[src/rtl/load_store_queue_ring.sv]
// Circular load/store queue: in-order dispatch, in-order commit, oldest-first drain.
// Optional store-to-load forwarding search enabled by defining LSQ_STORE_FWD_EN.
module load_store_queue_ring #(
  parameter int MEM_ADDR_WIDTH = 32,
  parameter int DATA_WIDTH     = 32,
  parameter int ENTRIES        = 16
) (
  input  logic                        clk,
  input  logic                        sync_rst,
  input  logic                        clk_en,
  input  logic                        push_valid,
  output logic                        push_ready,
  input  logic                        push_is_store,
  input  logic [MEM_ADDR_WIDTH-1:0]   push_addr,
  input  logic [DATA_WIDTH-1:0]       push_data,
  output logic [$clog2(ENTRIES)-1:0]  push_idx,
  input  logic                        commit,
  input  logic                        flush,
  output logic                        out_valid,
  input  logic                        out_ready,
  output logic                        out_is_store,
  output logic [MEM_ADDR_WIDTH-1:0]   out_addr,
  output logic [DATA_WIDTH-1:0]       out_data,
  output logic [$clog2(ENTRIES):0]    count,
  output logic                        empty,
  output logic                        full
`ifdef LSQ_STORE_FWD_EN
  ,
  input  logic [MEM_ADDR_WIDTH-1:0]   ld_lookup_addr,
  output logic                        fwd_hit,
  output logic [DATA_WIDTH-1:0]       fwd_data
`endif
);

  localparam int IDX_WIDTH = $clog2(ENTRIES);
  localparam logic [IDX_WIDTH:0] PTR_ONE = {{IDX_WIDTH{1'b0}}, 1'b1};

  logic [IDX_WIDTH:0]      head, cmt, tail, cmt_next;
  logic                    do_push, do_commit, do_pop;
  logic                    st_is_store [ENTRIES];
  logic [MEM_ADDR_WIDTH-1:0] st_addr   [ENTRIES];
  logic [DATA_WIDTH-1:0]   st_data     [ENTRIES];

  assign full  = (head[IDX_WIDTH] != tail[IDX_WIDTH]) &&
                 (head[IDX_WIDTH-1:0] == tail[IDX_WIDTH-1:0]);
  assign empty = (head == tail);
  assign count = tail - head;

  assign push_ready = !full && !flush;
  assign push_idx   = tail[IDX_WIDTH-1:0];
  assign out_valid  = (head != cmt);

  assign out_is_store = st_is_store[head[IDX_WIDTH-1:0]];
  assign out_addr     = st_addr[head[IDX_WIDTH-1:0]];
  assign out_data     = st_data[head[IDX_WIDTH-1:0]];

  // All qualifiers are judged on pre-edge state, so a same-cycle push is never committable.
  assign do_push   = push_valid && push_ready && clk_en;
  assign do_commit = commit && (cmt != tail) && clk_en;
  assign do_pop    = out_valid && out_ready && clk_en;
  assign cmt_next  = do_commit ? cmt + PTR_ONE : cmt;

  always_ff @(posedge clk) begin
    if (sync_rst) begin
      head <= '0;
      cmt  <= '0;
      tail <= '0;
      for (int unsigned i = 0; i < ENTRIES; i++) begin
        st_is_store[i] <= 1'b0;
        st_addr[i]     <= '0;
        st_data[i]     <= '0;
      end
    end else if (clk_en) begin
      if (do_push) begin
        st_is_store[tail[IDX_WIDTH-1:0]] <= push_is_store;
        st_addr[tail[IDX_WIDTH-1:0]]     <= push_addr;
        st_data[tail[IDX_WIDTH-1:0]]     <= push_data;
      end
      if (do_pop) head <= head + PTR_ONE;
      cmt <= cmt_next;
      if (flush)        tail <= cmt_next;
      else if (do_push) tail <= tail + PTR_ONE;
    end
  end

`ifdef LSQ_STORE_FWD_EN
  // Walk oldest to youngest so the last match (nearest tail) wins.
  always_comb begin
    logic [IDX_WIDTH-1:0] slot;
    logic [IDX_WIDTH:0]   off;
    fwd_hit  = 1'b0;
    fwd_data = '0;
    slot     = '0;
    off      = '0;
    for (int unsigned i = 0; i < ENTRIES; i++) begin
      off  = i[IDX_WIDTH:0];
      slot = head[IDX_WIDTH-1:0] + i[IDX_WIDTH-1:0];
      if ((off < count) && st_is_store[slot] && (st_addr[slot] == ld_lookup_addr)) begin
        fwd_hit  = 1'b1;
        fwd_data = st_data[slot];
      end
    end
  end
`endif

endmodule

[config.mk]
export PLATFORM = sky130hd
export DESIGN_NAME = load_store_queue_ring
export DESIGN_NICKNAME = d
export VERILOG_FILES = /design/src/rtl/load_store_queue_ring.sv
export SDC_FILE = /design/constraint.sdc
export NUM_CORES = 1
export LEC_CHECK = 0
export BUFFER_PORTS_ARGS = -buffer_cell sky130_fd_sc_hd__buf_4
export CAP_MARGIN = 20
export CORE_MARGIN = 1.5
export CORE_UTILIZATION = 48
export DETAILED_ROUTE_END_ITERATION = 7
export PLACE_DENSITY = 0.7
export SYNTH_ARGS = -nofsm -noshare
export SYNTH_HDL_FRONTEND = slang
export SYNTH_SLANG_ARGS = --single-unit
[constraint.sdc]
create_clock -name clk -period 4.2 [get_ports clk]
set_input_delay 0.63 -clock clk [delete_from_list [all_inputs] [get_ports clk]]
set_output_delay 0.63 -clock clk [all_outputs]
set_load 0.01 [all_outputs]
-- Yosys cells after proc, flatten, opt, wreduce, memory -nomap -nowiden
Memory sizes are Yosys's and may differ from the RTL's. A register that Yosys moved wholly into a read port is not among the register bits.
Index checks and enable logic that the tools add are counted.
Widths: inputs -> output; s select.
- divide/modulo/power cells: 0
- muxes and demuxes: 24
- bitwise gates (word level): 0
- $add $sub $neg: 4
- magnitude comparators: 0
- equal/unequal tests: 5
- shift-type cells: 0
- multiply operators: 0
- reduce and logical (&&, ||, !) cells: 16
- operators by type and width (kind ; number):
    $mux 32 ; 2
    $reduce_or 32->1 ; 2
    $mux 4 ; 9
    $add 5x1->5 const B ; 3
    $mux 5 ; 3
    $mux 1 ; 10
    $ne 5x5->1 ; 2
    $logic_and 1x1->1 ; 8
    $eq 5x5->1 ; 1
    $sub 5x5->5 ; 1
    $eq 4x4->1 ; 1
    $reduce_and 2->1 ; 2
    $logic_not 1->1 ; 2
    $reduce_bool 2->1 ; 1
    $ne 1x1->1 ; 1
    $reduce_or 1->1 ; 1
- bits in registers: 15
- input port bits: 72
- memory bits (writable): 1040
- memory bits (read-only): 0
- logic and storage cells: 55
- memories: 3
- output and inout port bits: 78
- bits in latches: 0
- memories (name ; words ; bits a word ; read ports ; clocked after memory_dff ; wr ports ; line ; RTL):
    st_addr ; 16 ; 32 ; 1 ; 1 ; 16 ; 41 ; logic [MEM_ADDR_WIDTH-1:0] st_addr [ENTRIES];
    st_data ; 16 ; 32 ; 1 ; 1 ; 16 ; 42 ; logic [DATA_WIDTH-1:0] st_data [ENTRIES];
    st_is_store ; 16 ; 1 ; 1 ; 1 ; 16 ; 40 ; logic st_is_store [ENTRIES];

-- Longest topological paths before layout
- word-level depth: 12
- depth in mapped cells: 10
- mapped depth without buffers: 7

-- Least setup slack after synthesis
Ideal clock, no wire load.
- kind: register to register
- from: reg tail[0]
- to: mem st_addr[7][0] (enable)
- library setup time: 0.395 ns
- data required time: 3.805 ns
- data arrival time: 2.933 ns
- buffers on the path: 2
- path slack: 0.873 ns
- period minus slack after synthesis: 3.327 ns
- stages on the path, launching flop included: 10
- cells stage by stage: dfxtp_1 -> inv_1 -> ha_1 -> nand4_1 -> nor2_2 -> buf_6 -> or4b_4 -> nor2_4 -> buf_8 -> or2_2
- RTL lines (what ; line ; RTL):
    from (decl) ; 38 ; logic [IDX_WIDTH:0] head, cmt, tail, cmt_next;
    from (signal assigned) ; 81 ; if (flush) tail <= cmt_next;
    from (signal assigned) ; 82 ; else if (do_push) tail <= tail + PTR_ONE;
    to (decl) ; 41 ;

==> run metrics <==
HP Class=in2reg; busiest metal layer after global routing=met2; Slew Limit Headroom=24.3%; M2 GR Usage=40.6%; Clock power frac=about two fifths; DR iter-0 viols=between 3000 and 4000; Most used DFF post-synth=edfxtp_1; DP HPWL=around 65000 um; Sink Count=roughly 1100; gp weighted congestion=0.786; minimum clock period=roughly 3.8 ns; IO Pins=150; status=finished, final reports clean; clock root buffer=clkbuf_16; Num CTS Buffers=around 110; row count=115; FF-to-FF path depth=8; Avg WL per Cell=approximately 29 um; Total GRT Usage=between 20% and 30%; area of the core=98900 sq um; number of synthesized flops with an enable pin=1040; Worst Max-Slew Pin Slew=approximately 1.1 ns; Syn Area/Cell=16.8 sq um; setup_tns=0 ns; crit path max-delay cell type=mux4_2; DRC=0; RSZ-0062 raised after global routing=no; clk buf depth=3; iteration count of the initial detailed-routing pass=5; Switch Pwr=~4.9 mW; largest net degree at the start of global routing=66; Max Clock Skew=0.0209 ns; sequential fraction of the synthesis area=65.7%; first-pass GRT wire length=180000 um; Worst-Skew Late Latency=between 0.6 and 0.7 ns; Setup CP Type=reg2out; GRT met3 Usage=under 10%; gr ovfl total=0; Initial Util=approximately half; TritonCTS clock tree=built; WP data required=3.57 ns; switching portion of total power=around 22%; Final Cell Area=53900 sq um; worst path arrival time=3.14 ns; Post-CTS Resized=0; startpoint types=register; Synth cell types=47; Tot Pwr=about 23 mW; Logic pwr share=~6.3%; postcts setup bufs=0; commonest cells after routing, fill and taps aside=and2_1, edfxtp_1, mux4_2; crit-path max FO=19; CP peak stage delay=0.56 ns; post-route clock period utilization=between 80 and 90%; fin nets=3019; final WL=~120000 um; max_cap viols=0; Flop pwr share=between 50 and 60%; area grow syn2layout=11.9%; number of global-route vias before repair=approximately 27000; placed inst area=approximately 50000 sq um; Max Freq=approximately 0.27 GHz; Critical Path End=out_data[10]; P_int=~18 mW; IR drop worst, VDD=about 0.30 mV; met1 Track Usage GR=approximately a third; CTS clk-pin slew, worst paths=0.06 ns; max-slew violation count=0; hold_buf cts=0; CP cell instances=buf_12, buf_4, mux4_2, mux4_2, buf_4; Final Setup Violations=0; Leak=~19 nW; Yosys Warn Count=0; die height=between 300 and 400 um; Seq cells post-synth=1059; synthesized cell area=a little under 50000 sq um; R2R Path Start=tail[0]; CP Capture Type=output port; Hold Slack=0.334 ns; worst reg-to-reg setup slack=a little under 0.8 ns; DR vias=25800; routed vias/inst=5.99; layout cells sized above 1=between 20% and 30%; commonest non-fill, non-tap cell in the layout=and2_1; H-tree levels=3; endpoints failing hold=0; worst reg2reg path endpoint=st_addr[4][14]; cell count after synthesis=around 2900; pwr/cell area=421 nW/um^2; antenna violation net count after detailed routing=0; initial antenna violation count=12; Async S/R FF share, synth=0%; syn_nets=around 2900; Die W=320 um; die area=102000 sq um; Port Buffers=roughly 150
## worst max-delay path: cells and delay by family (launching register included)
kind | cells | cell delay [ns]
muxes | 2 | 1.09
DFF | 1 | 0.53
buffers and inverters | 3 | 0.82
## kinds of logic (layout without fill, tap and decap cells)
family | count (synthesis) | after routing | share of synthesized area [%]
simple gates | 1132 | 1132 | 14.7
flops | 1059 | 1059 | 65.7
mux | 327 | 327 | 15.3
buf+inv | 277 | 433 | 3.16
compound gates | 34 | 34 | 0.484
xor+xnor | 24 | 24 | 0.452
fa+ha+maj | 11 | 11 | 0.302
other cells | 0 | 2 | 0
## layout make-up
cell class	instances	area, sq um
well taps	1287	1610
inverters	10	37.5
flip-flops and latches	1059	31600
fillers	7524	45000
diodes	2	5.00
repair buffers	229	2170
clock inverters	55	439
clock buffers	139	2880
multi-input cells	1528	15100
## sequential cells by signal (all words and copies together), names as in the netlist, named ones only
name / count
st_addr: 512
head: 5
st_is_store: 16
cmt: 5
st_data: 512
tail: 5
## synth_stat cells, drive strengths merged, types with 7 or more instances
cell type,n,area share (%)
inv,10,0.078
clkbuf,184,1.6
xor2,11,0.20
mux4,325,15
nand2,13,0.10
a211oi,7,0.11
or2,16,0.21
edfxtp,1040,65
xnor2,13,0.25
nand3,9,0.094
nor2,36,0.41
a21oi,10,0.10
dfxtp,19,0.79
ha,10,0.26
buf,83,1.5
and2,1041,14
## through the flow
step / utilization [%] / setup slack, ns / cells
after floorplan: - / 0.873 / 2864
after global placement: 51.1 / 0.958 / 4113
after detailed placement: 51.1 / 0.868 / 4113
after CTS: 54.5 / 0.339 / 4307
after global routing: 54.5 / 0.293 / 4307
final: 54.5 / 0.431 / 4309
## power by group through the flow
stage	Clock, mW	Sequential (mW)	Combinational [mW]
floorplan	0	12.2	0.825
global placement	0	12.2	1.43
detailed placement	0	12.3	1.45
CTS	9.31	12.1	1.46
global route	9.70	12.1	1.52
finish	9.21	12.1	1.44
## worst min-delay path by stage
stage	to	slack, ns	start	cells after the start
2_1_floorplan	register	0.56	head[3]	2
3_3_place_gp	register	0.61	head[3]	2
3_5_place_dp	register	0.60	head[3]	2
4_1_cts	st_addr[0][1]	0.30	push_addr[1]	2
5_1_grt	st_data[2][31]	0.32	push_data[31]	2
6_report	st_addr[0][1]	0.33	push_addr[1]	2
## routing by layer
metal  vias to the layer above  part of all wire [%]
met5                         -                 0.054
met3                       211                   8.8
met4                        10                   2.0
li1                      10800                     -
met2                      1223                    49
met1                     13600                    40
No activity file was read; power rests on OpenSTA's default activity.
